[src/rtl/shared_bus_session_ctrl.sv]
// Four-requester session arbiter for a single shared valid/ready port.
// A winner owns the port until its last beat, a MAX_BEATS truncation or a stall timeout.
module shared_bus_session_ctrl #(
    parameter int DATA_W    = 32,
    parameter int MAX_BEATS = 16,
    parameter int TIMEOUT   = 255
) (
    input  logic                  clk,
    input  logic                  rst_an,
    input  logic [3:0]            req,
    input  logic [3:0]            m_valid,
    input  logic [4*DATA_W-1:0]   m_data,
    input  logic [3:0]            m_last,
    output logic [3:0]            m_ready,
    output logic                  s_valid,
    output logic [DATA_W-1:0]     s_data,
    output logic                  s_last,
    output logic [1:0]            s_src,
    input  logic                  s_ready,
    output logic [3:0]            grant,
    output logic                  busy,
    output logic                  timeout_err
);

    localparam int BCW = $clog2(MAX_BEATS) + 1;
    localparam int SCW = $clog2(TIMEOUT + 1);

    typedef enum logic [1:0] {IDLE, XFER, DONE} state_t;

    state_t         state_q, state_d;
    logic [1:0]     ptr_q, ptr_d;
    logic [1:0]     owner_q, owner_d;
    logic [3:0]     grant_q, grant_d;
    logic [BCW-1:0] beat_cnt_q, beat_cnt_d;
    logic [SCW-1:0] stall_cnt_q, stall_cnt_d;
    logic           timeout_q, timeout_d;

    logic           found;
    logic [1:0]     pick;
    logic [1:0]     idx;
    logic           beat;

    // Rotating search: first set req bit starting at ptr and wrapping upward.
    always_comb begin
        found = 1'b0;
        pick  = ptr_q;
        idx   = ptr_q;
        for (int k = 0; k < 4; k++) begin
            idx = ptr_q + 2'(k);
            if (!found && req[idx]) begin
                found = 1'b1;
                pick  = idx;
            end
        end
    end

    always_ff @(posedge clk or negedge rst_an) begin
        if (!rst_an) begin
            state_q     <= IDLE;
            ptr_q       <= 2'd0;
            owner_q     <= 2'd0;
            grant_q     <= 4'd0;
            beat_cnt_q  <= '0;
            stall_cnt_q <= '0;
            timeout_q   <= 1'b0;
        end else begin
            state_q     <= state_d;
            ptr_q       <= ptr_d;
            owner_q     <= owner_d;
            grant_q     <= grant_d;
            beat_cnt_q  <= beat_cnt_d;
            stall_cnt_q <= stall_cnt_d;
            timeout_q   <= timeout_d;
        end
    end

    always_comb begin
        state_d     = state_q;
        ptr_d       = ptr_q;
        owner_d     = owner_q;
        grant_d     = grant_q;
        beat_cnt_d  = beat_cnt_q;
        stall_cnt_d = stall_cnt_q;
        timeout_d   = 1'b0;
        case (state_q)
            IDLE: begin
                if (found) begin
                    state_d     = XFER;
                    owner_d     = pick;
                    grant_d     = 4'b0001 << pick;
                    beat_cnt_d  = '0;
                    stall_cnt_d = '0;
                end
            end
            XFER: begin
                if (beat) begin
                    beat_cnt_d  = beat_cnt_q + BCW'(1);
                    stall_cnt_d = '0;
                    if (s_last) begin
                        state_d = DONE;
                        grant_d = 4'd0;
                    end
                end else if (stall_cnt_q == SCW'(TIMEOUT - 1)) begin
                    // This is the TIMEOUT-th consecutive idle cycle: abort without another beat.
                    stall_cnt_d = stall_cnt_q + SCW'(1);
                    timeout_d   = 1'b1;
                    state_d     = DONE;
                    grant_d     = 4'd0;
                end else begin
                    stall_cnt_d = stall_cnt_q + SCW'(1);
                end
            end
            DONE: begin
                ptr_d   = owner_q + 2'd1;
                state_d = IDLE;
            end
            default: begin
                state_d = IDLE;
                grant_d = 4'd0;
            end
        endcase
    end

    always_comb begin
        m_ready = 4'd0;
        s_valid = 1'b0;
        s_data  = '0;
        s_last  = 1'b0;
        if (state_q == XFER) begin
            s_valid          = m_valid[owner_q];
            s_data           = m_data[owner_q*DATA_W +: DATA_W];
            s_last           = m_last[owner_q] | (beat_cnt_q == BCW'(MAX_BEATS - 1));
            m_ready[owner_q] = s_ready;
        end
    end

    assign beat        = s_valid & s_ready;
    assign s_src       = owner_q;
    assign grant       = grant_q;
    assign busy        = (state_q != IDLE);
    assign timeout_err = timeout_q;

endmodule

[config.mk]
export PLATFORM = sky130hd
export DESIGN_NAME = shared_bus_session_ctrl
export DESIGN_NICKNAME = d
export VERILOG_FILES = /design/src/rtl/shared_bus_session_ctrl.sv
export SDC_FILE = /design/constraint.sdc
export NUM_CORES = 1
export LEC_CHECK = 0
export ABC_AREA = 0
export CORE_ASPECT_RATIO = 1.4
export CORE_MARGIN = 4
export CORE_UTILIZATION = 34
export CTS_CLUSTER_SIZE = 20
export DETAILED_ROUTE_END_ITERATION = 10
export HOLD_SLACK_MARGIN = 0.02
export PLACE_DENSITY = 0.9
export RECOVER_POWER = 25
export SLEW_MARGIN = 20
export SYNTH_ARGS = -nofsm -noshare
export SYNTH_HDL_FRONTEND = slang
export SYNTH_SLANG_ARGS = --single-unit
[constraint.sdc]
create_clock -name clk -period 2.6 [get_ports clk]
set_input_delay 0.26 -clock clk [delete_from_list [all_inputs] [get_ports clk]]
set_output_delay 0.26 -clock clk [all_outputs]
set_load 0.01 [all_outputs]
# == Word level (Yosys, flattened, before mapping) ==
# Index checks and enable logic that the tools add are counted.
# word_totals
in_bits,143
output_inout_bits,46
reg_bits,24
# classes
n_reduce_logical,15
shift,2
order_cmp,6
add_sub_neg,6
n_bitwise,4
n_eq_ne,8
mux,44
# op_table
op,count
$shiftx 128x8->32,1
$mux 32,1
$mux 4,5
$mux 1,16
$mux 8,2
$pmux 8 s2,1
$lt 2x3->1 const B,5
$mux 2,7
$bmux 1 s2,6
$pmux 4 s3,1
$mux 5,2
$pmux 5 s2,1
$add 8x1->8 const B,1
$eq 8x8->1 const B,1
$ne 3x3->1 const B,2
$reduce_and 3->1,2
$add 5x1->5 const B,1
$eq 5x4->1 const B,1
$add 2x1->2 const B,2
$add 2x2->2 const B,2
$and 4x4->4,1
$logic_and 1x1->1,4
$ne 2x2->1 const B,2
$pmux 2 s2,1
13 further kinds,17

# == Depth between registers and ports, before layout ==
# logic_depth
word_depth,15
ltp_mapped,6

# == Worst setup path before layout ==
# Ideal clock, no wire load.
# synth_timing
path_type,reg2out
start,"register owner_q[0], in the netlist s_src[0]"
end,output port s_data[23]
n_path_buf,2
setup_slack_ps,525
required_time_ps,2340
arrival_time_ps,1815
stages_incl_launch_ff,5
path_cell_list,dfrtp_1 > buf_6 > buf_1 > mux4_2 > and2_1
# synth_via
elab_chain_cells,2
# synth_rtl
element,line,text
start: declaration,32,"logic [1:0] owner_q, owner_d;"
start signal: assignment,69,owner_q <= owner_d;
$shiftx 128x8->32,131,s_data = m_data[owner_q*DATA_W +: DATA_W];
$mux 32,129,if (state_q == XFER) begin
end: declaration,16,"output logic [DATA_W-1:0] s_data,"
# No other way between the ends.

# == Worst setup path in the final report ==
# layout_timing
start,"register owner_q[0], in the netlist s_src[0]"
end,output port s_data[16]
# The elaborated chain is that of the path after synthesis.

==> impl_results.md <==
* Detailed Place HPWL at approximately 8.7 mm
* WL final at 10.2 mm
* Clock period minus final worst setup slack at between 2 and 2.5 ns
* Final Max Tran Viols at 0
* Clock-pin slew on the worst setup and hold paths at 0.10 ns
* Total setup buffers inserted after CTS at 0
* Final setup fails at 0
* NumNets Final at roughly 560
* Routed via count at 2698
* CP startpoint kind: register
* CTS tree: yes
* Crit Path Max Fanout at 19
* Num CTS Buffers at 3
* Met1 Track Usage GR at 25.4%
* Share of layout cells above drive strength 1 at approximately an eighth
* Pwr dens at 796 nW/um^2
* Mapped cell area at 2360 sq um
* IR drop worst, VDD at between 0.0004 and 0.0005 V
* Seq pwr share at approximately 17%
* DIE HEIGHT at 107 um
* Worst slew pin tran at between 1 and 1.5 ns
* NetSw at approximately 1.4 mW
* Hold Crit Class: register to register
* # IOs at 189
* Fin area at between 4000 and 5000 sq um
* Clock power frac at between 7 and 8%
* R2r worst-path depth at 4
* Antenna violations before repair at 0
* Final Skew at around 0.013 ns
* Pint at about 2.2 mW
* Die X at a little under 80 um
* RSZ-0062 raised after global routing: no
* Critical path required time at around 2.3 ns
* Yosys top cell area share at around 32%
* Top area cells in the synthesized netlist: mux4_2 (32%), dfrtp_1 (25%), and2_1 (10%)
* DRC at 0
* Met2 GRT Util at between 40% and 50%
* Tcrit/Tclk final at a little over nine tenths
* Max capacitance violation total at 0
* Fin cells at approximately 500
* RD Place Congestion at ~0.92
* Synth unique cells at about 40
* Die area at approximately 8400 sq um
* WHS Path Cells at 1
* H-tree levels at 1
* Port buffer count at 188
* Clock sink count at 24
* DRT antenna net count at 0
* M3 GR Usage at 10.8%
* Leakage power at ~1.7 nW
* Mean Syn Cell Area at ~11 sq um
* Global routing's busiest layer: met2
* Hold Path Sink: stall_cnt_q[4]
* Initial Utilization at between 30% and 40%
* Vias in the first global route at 2983
* Crit path DAT at approximately 2.2 ns
* First DRT Iteration DRCs at roughly 180
* GRT Overall Usage at a little under a quarter
* Wirelength per Cell at slightly above 20 um
* Relative slew slack at approximately 11%
* R2r setup slk at 0.53 ns
* Placed cells at ~490
* Fin util at around two thirds
* FF-to-FF Start: s_src[0]
* Sw Share at roughly 39%
* Post-synthesis cell count at 220
* WS Path Type: register to output pin
* Crit Reg-Reg Endpoint: grant[0]
* Largest area contributor in the netlist: mux4_2
* Clk_lat worst skew at approximately 0.28 ns
* Status: completed
* First-pass GRT wire length at roughly 15 mm
* Yosys warns at 0
* CTS Buffer Depth at 2
* N_diodes at 0
* Placed cell area at around 4400 sq um
* Core area at roughly 6700 sq um
* Worst Setup End Kind: output pin
* Via/cell ratio at around 5.4
* Final TNS setup at 0 ns
* Maximum clock frequency at around 400 MHz
* Net Count, Synth at between 300 and 400
* Pre-Repair DR Iteration Count at 4
* CTS Root Buffer Type: clkbuf_8
* Combinational share of power at between 70 and 80%
* Sequential area share after synthesis at 25.4%
* FF+latch count, synth at 24
* HP Start: stall_cnt_q[4]
* Area delta synth->final at 88.7%
* Hold Violations, Final at 0
* Fill cell count at about 540
* Pin count of the biggest net entering global routing at 40
* GRT Residual Overflow at 0
* Row count at 35
## cells in the final DEF (no fill, tap or decap), types with 4 or more instances in the layout
cell type,instances
a21oi_1,5
clkbuf_8,4
inv_1,10
nor2b_1,5
clkdlybuf4s50_1,187
nand3_1,7
dfrtp_1,23
and2_1,39
ha_1,8
nor2_1,6
o21ai_0,13
buf_4,4
nand2_1,15
mux4_2,34
## worst max-delay path by stage
stage / startpoint / to / slack (ns) / depth (start not counted)
CTS: s_src[0] / s_data[16] / 0.07 / 4
global route: s_src[0] / s_data[16] / 0.04 / 4
detailed placement: s_src[0] / s_data[16] / 0.36 / 4
finish: s_src[0] / s_data[16] / 0.12 / 4
global placement: s_src[0] / s_data[16] / 0.38 / 4
floorplan: s_src[0] / s_data[23] / 0.52 / 4
## logic make-up after synthesis
logic type               Yosys count  share of synthesized area, %
adder cells (fa/ha/maj)            8                          4.24
AO/OA/AOI/OAI                     36                          10.2
multiplexers                      37                          33.7
flip-flops                        24                          25.4
XOR/XNOR                           2                         0.742
AND/OR/NAND/NOR                   90                          21.6
buffers and inverters             23                          4.08
## Yosys cell counts (all sizes together)
cell type and number:
nand2b 3, buf 4, nand3 7, a211o 1
a21oi 5, o41ai 2, o32ai 2, o211ai 1
nand4 1, o22ai 2, inv 10, a221oi 1
or3 1, a22oi 1, mux2i 2, and3 3
o41a 1, nor2b 6, a41oi 1, or4 3
xor2 2, dfrtp 24, o21bai 1, and3b 2
ha 8, a2bb2oi 1, a22o 1, or2 3
clkbuf 9, and2 39, mux2 1, o21ai 14
mux4 34, nand2 15, a21o 1, a211oi 1
nor3 1, nor2 6
## what timing repair did
action / in CTS / in global routing
gates resized for setup: 0 / 0
hold buffers: 0 / 0
endpoints found under the setup margin: 0 / 1
## metal layers
metal / routed length, um / part of all wire (%)
met5: 0 / 0
met4: 269 / 2.6
met3: 1290 / 13
met2: 5220 / 51
met1: 3430 / 34
## critical path, stage by stage, from the launching register on
cell and delay, ns:
dfrtp_2 0.49, buf_12 0.23, mux4_2 0.55, and2_1 0.19, clkdlybuf4s50_1 0.48
## power groups by stage
stage	clock network, mW	registers [mW]	logic (mW)
global placement	0	0.578	2.61
detailed placement	0	0.585	2.67
finish	0.262	0.590	2.70
floorplan	0	0.567	1.44
CTS	0.261	0.579	2.67
global route	0.278	0.606	2.89
## state kept, by name (all words and copies together), names as in the netlist
register and cells:
timeout_err 1, state_q 2, s_src 2, stall_cnt_q 8, beat_cnt_q 5, grant 4
ptr_q 2
## layout make-up
class	instances	area, sq um	area share (%)
Timing Repair Buffer	196	1980	44.4
Multi-Input combinational cell	173	1670	37.4
Sequential cell	24	602	13.5
Tap cell	92	115	2.58
Clock buffer	4	55.1	1.23
Inverter	10	37.5	0.842
## stage by stage
stage	hold slack (ns)	power, mW	worst slack, ns
global placement	0.499	3.18	0.378
detailed placement	0.506	3.25	0.363
finish	0.515	3.55	0.121
CTS	0.356	3.51	0.0738
global route	0.540	3.78	0.0374
floorplan	-0.0356	2.00	0.525
No activity file was read; power rests on OpenSTA's default activity.
